$ cat src/rtl/scc_fetch_unit.sv
// scc_fetch_unit: SCC instruction fetch front end; define SCC_FETCH_PERF_EN to add the fetch_count port
module scc_fetch_unit #(
   parameter int                ADDR_W     = 32,
   parameter logic [ADDR_W-1:0] RESET_PC   = '0,
   parameter int                FIFO_DEPTH = 2
) (
   input  logic              clk,
   input  logic              rst,
   input  logic              clk_en,
   output logic              imem_rd_en,
   output logic [ADDR_W-1:0] imem_addr,
   input  logic [31:0]       imem_rdata,
   input  logic              redirect_v,
   input  logic [ADDR_W-1:0] redirect_pc,
   input  logic              halt_req,
   output logic              inst_v,
   output logic [31:0]       inst,
   output logic [ADDR_W-1:0] inst_pc,
   input  logic              inst_rdy,
   output logic              halt_f,
   output logic              fetch_err
`ifdef SCC_FETCH_PERF_EN
   ,
   output logic [31:0]       fetch_count
`endif
);
   localparam int AW = $clog2(FIFO_DEPTH);
   typedef enum logic [1:0] {RUN, DRAIN, HALT, ERR} state_t;
   state_t            state;
   logic [ADDR_W-1:0] pc, inflight_pc;
   logic              inflight;
   logic [31:0]       buf_inst [FIFO_DEPTH];
   logic [ADDR_W-1:0] buf_pc [FIFO_DEPTH];
   logic [AW-1:0]     rd_ptr, wr_ptr;
   logic [AW:0]       count;
   logic [AW+1:0]     occ;
   logic              run, flush, push, pop;
   // Issue/flush decisions; a response landing in a flush cycle is discarded rather than pushed
   always_comb begin
      run        = state == RUN;
      flush      = clk_en && run && (redirect_v || halt_req);
      occ        = {1'b0, count} + (AW+2)'(inflight) - (AW+2)'(inst_v && inst_rdy);
      imem_rd_en = !rst && clk_en && run && !redirect_v && !halt_req && occ < (AW+2)'(FIFO_DEPTH);
      imem_addr  = pc;
      inst_v     = count != '0;
      inst       = inst_v ? buf_inst[rd_ptr] : '0;
      inst_pc    = inst_v ? buf_pc[rd_ptr] : '0;
      halt_f     = state == HALT || state == ERR;
      push       = clk_en && run && inflight && !flush;
      pop        = clk_en && inst_v && inst_rdy && !flush;
   end
   // Instruction buffer storage; contents are only observed through count, so no reset is needed
   always_ff @(posedge clk)
      if (push) begin
         buf_inst[wr_ptr] <= imem_rdata;
         buf_pc[wr_ptr]   <= inflight_pc;
      end
   // PC, in-flight tracking, buffer pointers and fetch state
   always_ff @(posedge clk)
      if (rst) begin
         state       <= RUN;
         pc          <= RESET_PC;
         inflight    <= 1'b0;
         inflight_pc <= '0;
         rd_ptr      <= '0;
         wr_ptr      <= '0;
         count       <= '0;
         fetch_err   <= 1'b0;
      end else if (clk_en) begin
         inflight <= imem_rd_en;
         if (imem_rd_en) begin
            pc          <= pc + ADDR_W'(4);
            inflight_pc <= pc;
         end
         if (flush) begin
            rd_ptr <= '0;
            wr_ptr <= '0;
            count  <= '0;
         end else begin
            rd_ptr <= rd_ptr + AW'(pop);
            wr_ptr <= wr_ptr + AW'(push);
            count  <= count + (AW+1)'(push) - (AW+1)'(pop);
         end
         if (run && redirect_v) begin
            pc <= redirect_pc;
            if (redirect_pc[1:0] != 2'b00) begin
               fetch_err <= 1'b1;
               state     <= ERR;
            end
         end else if (run && halt_req)
            state <= DRAIN;
         else if (state == DRAIN && !inflight)
            state <= HALT;
      end
`ifdef SCC_FETCH_PERF_EN
   // Count instructions actually delivered to decode
   always_ff @(posedge clk)
      if (rst) fetch_count <= '0;
      else if (pop) fetch_count <= fetch_count + 32'd1;
`endif
endmodule

$ cat config.mk
export PLATFORM = sky130hd
export DESIGN_NAME = scc_fetch_unit
export DESIGN_NICKNAME = d
export VERILOG_FILES = /design/src/rtl/scc_fetch_unit.sv
export SDC_FILE = /design/constraint.sdc
export NUM_CORES = 1
export LEC_CHECK = 0
export CAP_MARGIN = 20
export CORE_AREA = 2 2 171 173
export CTS_CLUSTER_SIZE = 20
export DETAILED_ROUTE_END_ITERATION = 10
export DIE_AREA = 0 0 173 175
export PLACE_DENSITY = 0.62
export RECOVER_POWER = 25
export SYNTH_ARGS = -nofsm -noshare
export SYNTH_HDL_FRONTEND = slang
export SYNTH_SLANG_ARGS = --single-unit
$ cat constraint.sdc
create_clock -name clk -period 9.6 [get_ports clk]
set_input_delay 1.44 -clock clk [delete_from_list [all_inputs] [get_ports clk]]
set_output_delay 1.44 -clock clk [all_outputs]
set_load 0.02 [all_outputs]
After elaboration in Yosys (flattened, before gate mapping)
Memories as Yosys holds them, arrays and structs flattened. A register that Yosys moved wholly into a read port is not among the register bits.
Cells that the tools add are included.
Widths: inputs -> output; s select.
{"block": "totals", "register_bits": 72, "memories": 2, "out_inout_bits": 100, "ram_bits": 128, "input_bits": 70, "elab_cells": 71}
{"block": "classes", "eq_ne": 4, "add_sub_neg": 7, "n_reduce_logical": 32, "n_mux": 17, "order_cmp": 1}
{"name": "buf_inst", "depth": 2, "width": 32, "rd": 1, "rd_ports_with_merged_regs": 1, "wr": 1, "line_no": "32", "text": "logic [31:0] buf_inst [FIFO_DEPTH];"}
{"name": "buf_pc", "depth": 2, "width": 32, "rd": 1, "rd_ports_with_merged_regs": 1, "wr": 1, "line_no": "33", "text": "logic [ADDR_W-1:0] buf_pc [FIFO_DEPTH];"}
{"cell": "$mux 32", "count": 4}
{"cell": "$add 32x3->32 const B", "count": 1}
{"cell": "$logic_and 1x1->1", "count": 16}
{"cell": "$mux 2", "count": 5}
{"cell": "$mux 1", "count": 8}
{"cell": "$reduce_and 3->1", "count": 2}
{"cell": "$reduce_bool 2->1", "count": 3}
{"cell": "$logic_not 1->1", "count": 5}
{"cell": "$eq 2x2->1 const B", "count": 2}
{"cell": "$reduce_and 2->1", "count": 2}
{"cell": "$add 2x1->3", "count": 1}
{"cell": "$lt 3x2->1 const B", "count": 1}
{"cell": "$reduce_bool 3->1", "count": 1}
{"cell": "$sub 3x1->3", "count": 1}
{"cell": "$add 1x1->1", "count": 2}
{"cell": "$add 2x1->2", "count": 1}
{"cell": "$eq 2x1->1 const B", "count": 1}
{"cell": "$logic_not 2->1", "count": 1}
{"cell": "$logic_or 1x1->1", "count": 2}
{"cell": "$ne 2x1->1 const B", "count": 1}
{"cell": "$sub 2x1->2", "count": 1}

Longest topological paths before layout
Gate-level depths: netlist of the first run.
{"block": "depth", "word_depth": 9, "depth_mapped": 14, "ltp_nobuf": 12}

Least setup slack after synthesis of the first run
No wires, ideal clock.
{"block": "synth_timing", "path_type": "input to output", "startpoint": "in inst_rdy", "endpoint": "out imem_rd_en", "slack_ns": 4.748, "n_path_buf": 1, "t_arrival_ns": 3.412, "cell_stages": 9, "required_time_ns": 8.160, "cell_sequence": "nand2_1 inv_1 ha_1 nand2b_1 fa_1 nor2b_1 nand4_1 inv_1 buf_1"}
{"block": "synth_between", "elab_chain_cells": 4}
{"element": "from (decl)", "line_no": "19", "text": "input logic inst_rdy,"}
{"element": "$logic_and 1x1->1", "line_no": "42", "text": "occ = {1'b0, count} + (AW+2)'(inflight) - (AW+2)'(inst_v && inst_rdy);"}
{"element": "$sub 3x1->3", "line_no": "42"}
{"element": "$lt 3x2->1", "line_no": "43", "text": "imem_rd_en = !rst && clk_en && run && !redirect_v && !halt_req && occ < (AW+2)'(FIFO_DEPTH);"}
{"element": "$logic_and 1x1->1", "line_no": "43"}
{"element": "to (decl)", "line_no": "10", "text": "output logic imem_rd_en,"}
Every way passes these cells.

Worst setup path in the final report of the first run
Ends and elaborated chain as after synthesis.

==> results of run 1 <==
==> where the power goes <==
group / total, µW / switching [µW] / internal, µW
clock network: 850 / 335 / 514
logic: 144 / 78.4 / 65.5
registers: 948 / 22.7 / 925
==> stage by stage <==
stage	hold WS (ns)	instance area (µm²)	setup slack (ns)
after detailed placement	0.4357	10510	3.366
final	0.4467	11290	4.012
after global placement	0.4311	10510	3.414
after CTS	0.4476	11250	3.344
after floorplan	0.4254	8421	4.748
after global routing	0.4603	11290	3.853
==> state kept, by name (all words and copies together) (netlist names), named ones only <==
| name | count |
|---|---|
| imem_addr | 32 |
| state | 2 |
| inflight | 1 |
| buf_pc | 64 |
| wr_ptr | 1 |
| buf_inst | 64 |
| count | 2 |
| fetch_err | 1 |
| rd_ptr | 1 |
| inflight_pc | 32 |
==> cells by family after synthesis <==
kind of cell             share of synthesized area [%]
AND/OR/NAND/NOR                                  15.16
flip-flops                                       63.00
AO/OA/AOI/OAI                                    9.851
multiplexers                                     7.727
buffers and inverters                            2.823
adder cells (fa/ha/maj)                          1.129
XOR/XNOR                                        0.3121
==> path summary, 6_finish.rpt <==
check                                     end  slack [ns]  depth (start not counted)
worst min-delay path            buf_pc[1][21]        0.45                          0
worst max register to register  imem_addr[31]        5.52                         13
worst max-delay path               imem_rd_en        4.01                         10
worst min register to register  buf_pc[1][21]        0.45                          0
==> layout by cell type, fill, tap and decap left out, drive strengths merged, types with 3 or more instances in the layout <==
master and n:
a21oi 67, mux2i 65, and2 3, nor2 90
o31a 5, or3 6, dfxtp 73, a21o 3
o32ai 4, a211oi 4, edfxtp 128, or4 5
nand3 13, and3 3, nor2b 4, nor3 7
clkdlybuf4s50 146, ha 6, inv 17, clkbuf 33
nand4 13, o21ai 21, nor3b 3, o31ai 6
nor4 5, clkinv 4, a311oi 3, buf 8
a31oi 4, a22oi 4, nand2 110, nand4b 3
dlygate4sd3 22, nand2b 6
==> critical path, stage by stage <==
cell and delay [ns]:
clkdlybuf4s50_1 0.46, nand2_1 0.08, inv_1 0.10, ha_1 0.24, nand2b_1 0.16, fa_1 0.48
nor2b_1 0.17, nand4_1 0.14, inv_1 0.23, clkdlybuf4s50_1 0.65
==> area by class of cell <==
cell class / instances / area, µm² / area share (%)
multi-input cells: 489 / 2929 / 25.95
clock buffers: 32 / 670.6 / 5.942
clock inverters: 9 / 76.32 / 0.6763
repair buffers: 177 / 1764 / 15.63
flip-flops and latches: 201 / 5309 / 47.04
inverters: 15 / 56.30 / 0.4989
well taps: 384 / 480.5 / 4.257
==> routing by layer <==
metal | track usage (%) | vias to the layer above | share of wire (%)
met5 | 0 | - | 0
met4 | 3.178 | 0 | 1.6
met3 | 3.111 | 32 | 7.5
met2 | 21.63 | 244 | 45
met1 | 19.40 | 2967 | 46
li1 | - | 3043 | -
==> results.md, run 1 <==
* Initial Util at between 20% and 30%
* Final period util at roughly three fifths
* Synth Register Bits at 201
* GRT Util Overall at 13.79%
* Status: finished, final reports clean
* Clock Skew at 0.006545 ns
* Yosys warns at 0
* Clock Pin Slew Worst Setup and Hold Paths at 0.06 ns
* Drt total wl at around 22 mm
* First-pass GRT wire length at 33.77 mm
* Vias at 6286
* DRT iter0 DRCs at between 400 and 500
* Clk sink count at 201
* Critical path arrival at between 4 and 5 ns
* Beginning of the critical path: inst_rdy
* # Post-CTS Setup Buffers at 0
* Worst-margin pin slew at 1.035 ns
* RSZ-0062 raised after global routing: no
* Async SR Flop Fraction at 0%
* TritonCTS buffer count at 23
* Initial antenna violation count at 0
* Share of layout cells above drive strength 1 at about 6.6%
* Syn Inst Count at about 750
* Final RePlAce weighted congestion at 0.7895
* Reg2reg start: count[1]
* Ports at 170
* Die Ht at about 180 µm
* Tot Pwr at 1941 µW
* Post-DRT Antenna Nets at 0
* Clock root cell: clkbuf_16
* Post_cts resized at 0
* Aggregate global routing overflow at 0
* Hold Crit Class: flip-flop to flip-flop
* Ranking of synthesized cells by area: edfxtp_1, dfxtp_1, mux2i_1
* Final core utilization at between 30% and 40%
* Area growth, synth to finish at 34.03%
* Synth top cells by count: edfxtp_1, nand2_1, nor2_1
* Die ar. at 30280 µm²
* Die W at ~170 µm
* Clock Path Buffers at 3
* Number of synthesized flops with an enable pin at approximately 130
* Pwr dens at ~170 nW/µm²
* Slew margin rel. at roughly 31%
* Slew Limit Fails at 0
* H-tree depth at 1
* Drt wl/cell at 16.72 µm
* Top-count cell post-synth: edfxtp_1
* Leak pwr at 0.003463 µW
* Final #Nets at 984
* Post-synthesis sequential area ratio at 63.00%
* Fin Setup TNS at 0 ns
* Post-Syn Area at 8421 µm²
* Fmax at 178.9 MHz
* Diodes inserted at 0
* Hold_sp: inflight_pc[21]
* Syn nets at 830
* Core box area at 28390 µm²
* TritonCTS clock tree: yes
* Critical Path RT at 8.16 ns
* Vias in the first global route at between 5000 and 6000
* Final hold violations at 0
* Crit Path Class: primary input to output port
* DRC at 0
* Pre-antenna DRT Iters at 5
* Share of the synthesized area in the top cell type at between 40 and 50%
* Post-CTS Hold Buffers at 0
* HPWL Detailed at 13.90 mm
* Post-Layout Cell Count at roughly 1300
* Port Buffers at ~170
* Biggest area consumer among synthesized cells: edfxtp_1
* Crit path max fanout at 4
* Min Tclk post-route at 5.588 ns
* Crit end category: output port
* Library cells used by synthesis at between 60 and 70
* Clk_lat worst skew at roughly 0.50 ns
* Max cap viols at 0
* Filler Cells Inserted at 2761
* CP Launch Type: primary input
* Largest net degree at the start of global routing at 77
* Avg Inst Size Synth at roughly 11 µm²
* Vias/cell at around 4.8
* Peak supply drop at 98.33 µV
* Rows at 62
* Primary FF master, synth: edfxtp_1
* Setup violations, final at 0
* Dpl cells at 1264
(Power assumes the default switching activity.)
==> inputs of run 2 (changes only) <==
==> constraint.sdc (replaced) <==
create_clock -name clk -period 5.5 [get_ports clk]
set_input_delay 0.825 -clock clk [delete_from_list [all_inputs] [get_ports clk]]
set_output_delay 0.825 -clock clk [all_outputs]
set_load 0.02 [all_outputs]
==> results.md, run 2 (synthesis gave the netlist of run 1 again) <==
* Vias at 6325 (+0.62%)
* Pwr dens at 289.9 nW/µm² (+69%)
* Port Buffers at 169 (unchanged)
* Crit path max fanout at 3 (-1)
* RSZ-0062 raised after global routing: no
* Final RePlAce weighted congestion at 0.8375 (+6.1%)
* Most frequent cells in the layout: clkdlybuf4s50_1, edfxtp_1, nand2_1, nor2_1, dfxtp_1
* Ports at 170 (unchanged)
* Final period util at 75.04%
* Switching Share at 23.08% (+0.60 points)
* Pre-antenna DRT Iters at 7 (+2)
* Die W at 173 µm (unchanged)
* DRT iter0 DRCs at 455 (+0.44%)
* DRC at 0 (unchanged)
* Slew margin rel. at 34.97% (+4.0 points)
* Share of layout cells above drive strength 1 at 5.844% (-0.76 points)
* Worst hold path depth at 0 (unchanged)
* Clock root cell: clkbuf_16
* Aggregate global routing overflow at 0 (unchanged)
* Clock power frac at 41.2% (-2.6 points)
* Initial Util at 29.66% (unchanged)
* Biggest regs: buf_inst (64), buf_pc (64)
* Post_cts resized at 0 (unchanged)
* Internal at 2493 µW (+66%)
* Vias/cell at 4.836 (+0.54%)
* TritonCTS buffer count at 23 (unchanged)
* CP top delay family: buffers and inverters
* Post-Layout Cell Count at 1308 (+0.077%)
* TritonCTS clock tree: yes
* Crit Path Class: primary input to output port
* Worst path bufs/invs at 4 (unchanged)
* Slowest CP cell: clkdlybuf4s50_1
* Setup violations, final at 0 (unchanged)
* Clock Pin Slew Worst Setup and Hold Paths at 0.06 ns (about the same)
* Post-CTS Hold Buffers at 0 (unchanged)
* Critical-path cell list: clkdlybuf4s50_1 -> nand2_1 -> inv_1 -> ha_1 -> nand2b_1 -> fa_1 -> nor2b_1 -> nand4_1 -> inv_1 -> clkdlybuf4s50_1
* Rows at 62 (unchanged)
* Leak pwr at 0.003418 µW (-1.3%)
* Filler Cells Inserted at 2758 (-0.11%)
* Status: finished, final reports clean
* Final hold violations at 0 (unchanged)
* Critical Path RT at 4.68 ns (-3.48 ns)
* Die Ht at 175 µm (unchanged)
* Dpl cells at 1266 (+0.16%)
* Clock Skew at 0.01520 ns (+0.008657 ns)
* Peak supply drop at 189.2 µV (+92%)
* Critical path arrival at 3.30 ns (-0.85 ns)
* Vias in the first global route at 6050 (+0.97%)
* Drt total wl at 21.80 mm (-0.27%)
* Min Tclk post-route at just over 4 ns
* Hold Crit Class: flip-flop to flip-flop
* Combinational share of power at 7.8% (+0.4 points)
* Psw at 748.2 µW (+71%)
* GRT Util Overall at 14.12% (+0.33 points)
* # Post-CTS Setup Buffers at 0 (unchanged)
* CP Launch Type: primary input
* Fin Setup TNS at 0 ns (unchanged)
* Clk sink count at 201 (unchanged)
* Hold EP: buf_pc[1][17]
* Seq pwr share at 51.0% (+2.2 points)
* Diodes inserted at 0 (unchanged)
* RR Endpoint: imem_addr[29]
* Most common cell after layout, fill and taps aside: clkdlybuf4s50_1
* Reg2Reg Depth at 13 (unchanged)
* Final #Nets at 985 (+0.10%)
* Drt wl/cell at 16.67 µm (-0.35%)
* Largest net degree at the start of global routing at 76 (-1.3%)
* Post-DRT Antenna Nets at 0 (unchanged)
* Crit end category: output port
* HPWL Detailed at 14.08 mm (+1.3%)
* Clk_lat worst skew at 0.50 ns (about the same)
* Hold_sp: inflight_pc[17]
* Initial antenna violation count at 0 (unchanged)
* Max cap viols at 0 (unchanged)
* CP max stage delay at 0.60 ns (-0.05 ns)
* Slew Limit Fails at 0 (unchanged)
* R2R Setup Slk at 2.04 ns (-3.48 ns)
* Area growth, synth to finish at 32.76%
* Die ar. at 30280 µm² (unchanged)
* Clock Path Buffers at 3 (unchanged)
* First-pass GRT wire length at 34.35 mm (+1.7%)
* H-tree depth at 1 (unchanged)
* Reg2reg start: count[1]
* Core box area at 28390 µm² (unchanged)
* Fmax at between 200 and 250 MHz
* Worst-margin pin slew at 0.9754 ns (-0.05984 ns)
==> run 2: cell count changes in the layout (fill, tap and decap cells not counted), sizes merged <==
cell,before,now
buf,8,10
bufinv,1,0
clkbuf,33,28
clkinv,4,13
clkinvlp,2,0
inv,17,15
==> run 2: final cells by class <==
cell class | count | area [µm²] | area share [%]
flip-flops and latches | 201 | 5309 | 47.49
multi-input cells | 489 | 2929 | 26.20
repair buffers | 178 | 1752 | 15.67
clock buffers | 28 | 594.3 | 5.316
well taps | 384 | 480.5 | 4.298
clock inverters | 13 | 58.81 | 0.5260
inverters | 15 | 56.30 | 0.5036
==> run 2: metrics by stage <==
stage                     hold slack [ns]  power [µW]  worst slack, ns  cell area, µm²  util, %
after floorplan                    0.4254        1802            1.878            8421        -
after global routing               0.4626        3371            1.247           11180    39.38
final                              0.4505        3241            1.373           11180    39.38
after detailed placement           0.4421        1940            1.354           10520    37.06
after CTS                          0.4554        3294            1.368           11170    39.36
after global placement             0.4322        1936            1.413           10520    37.06
==> run 2: worst max-delay path by stage <==
stage,slack [ns],cells after the start,end,start
global placement,1.41,10,imem_rd_en,inst_rdy
CTS,1.37,10,imem_rd_en,inst_rdy
global route,1.25,10,imem_rd_en,inst_rdy
detailed placement,1.35,12,imem_addr[27],inst_rdy
finish,1.37,10,imem_rd_en,inst_rdy
floorplan,1.88,9,imem_rd_en,inst_rdy
==> run 2: power by group through the flow <==
stage,combinational (µW),clock [µW],sequential (µW)
finish,252,1340,1650
global route,272,1440,1660
CTS,256,1380,1650
detailed placement,255,0,1690
global placement,251,0,1680
floorplan,111,0,1690
==> run 2: worst register-to-register path: stages, from the launching register on <==
cell	delay (ns)
dfxtp_1	0.48
nor2_4	0.07
inv_1	0.07
nand2_1	0.08
inv_1	0.08
ha_1	0.22
nand2b_1	0.16
fa_1	0.48
nor2b_1	0.16
nand2_1	0.14
o31ai_4	0.79
buf_4	0.33
nand2b_1	0.16
o32ai_1	0.14
==> run 2: metal layers <==
layer	wire length, µm	global-route usage (%)	vias to the layer above	part of all wire (%)
li1	-	-	3040	-
met1	10150	20.18	3006	47
met2	9883	22.18	252	45
met3	1428	2.415	27	6.6
met4	335	3.637	0	1.5
met5	0	0	-	0
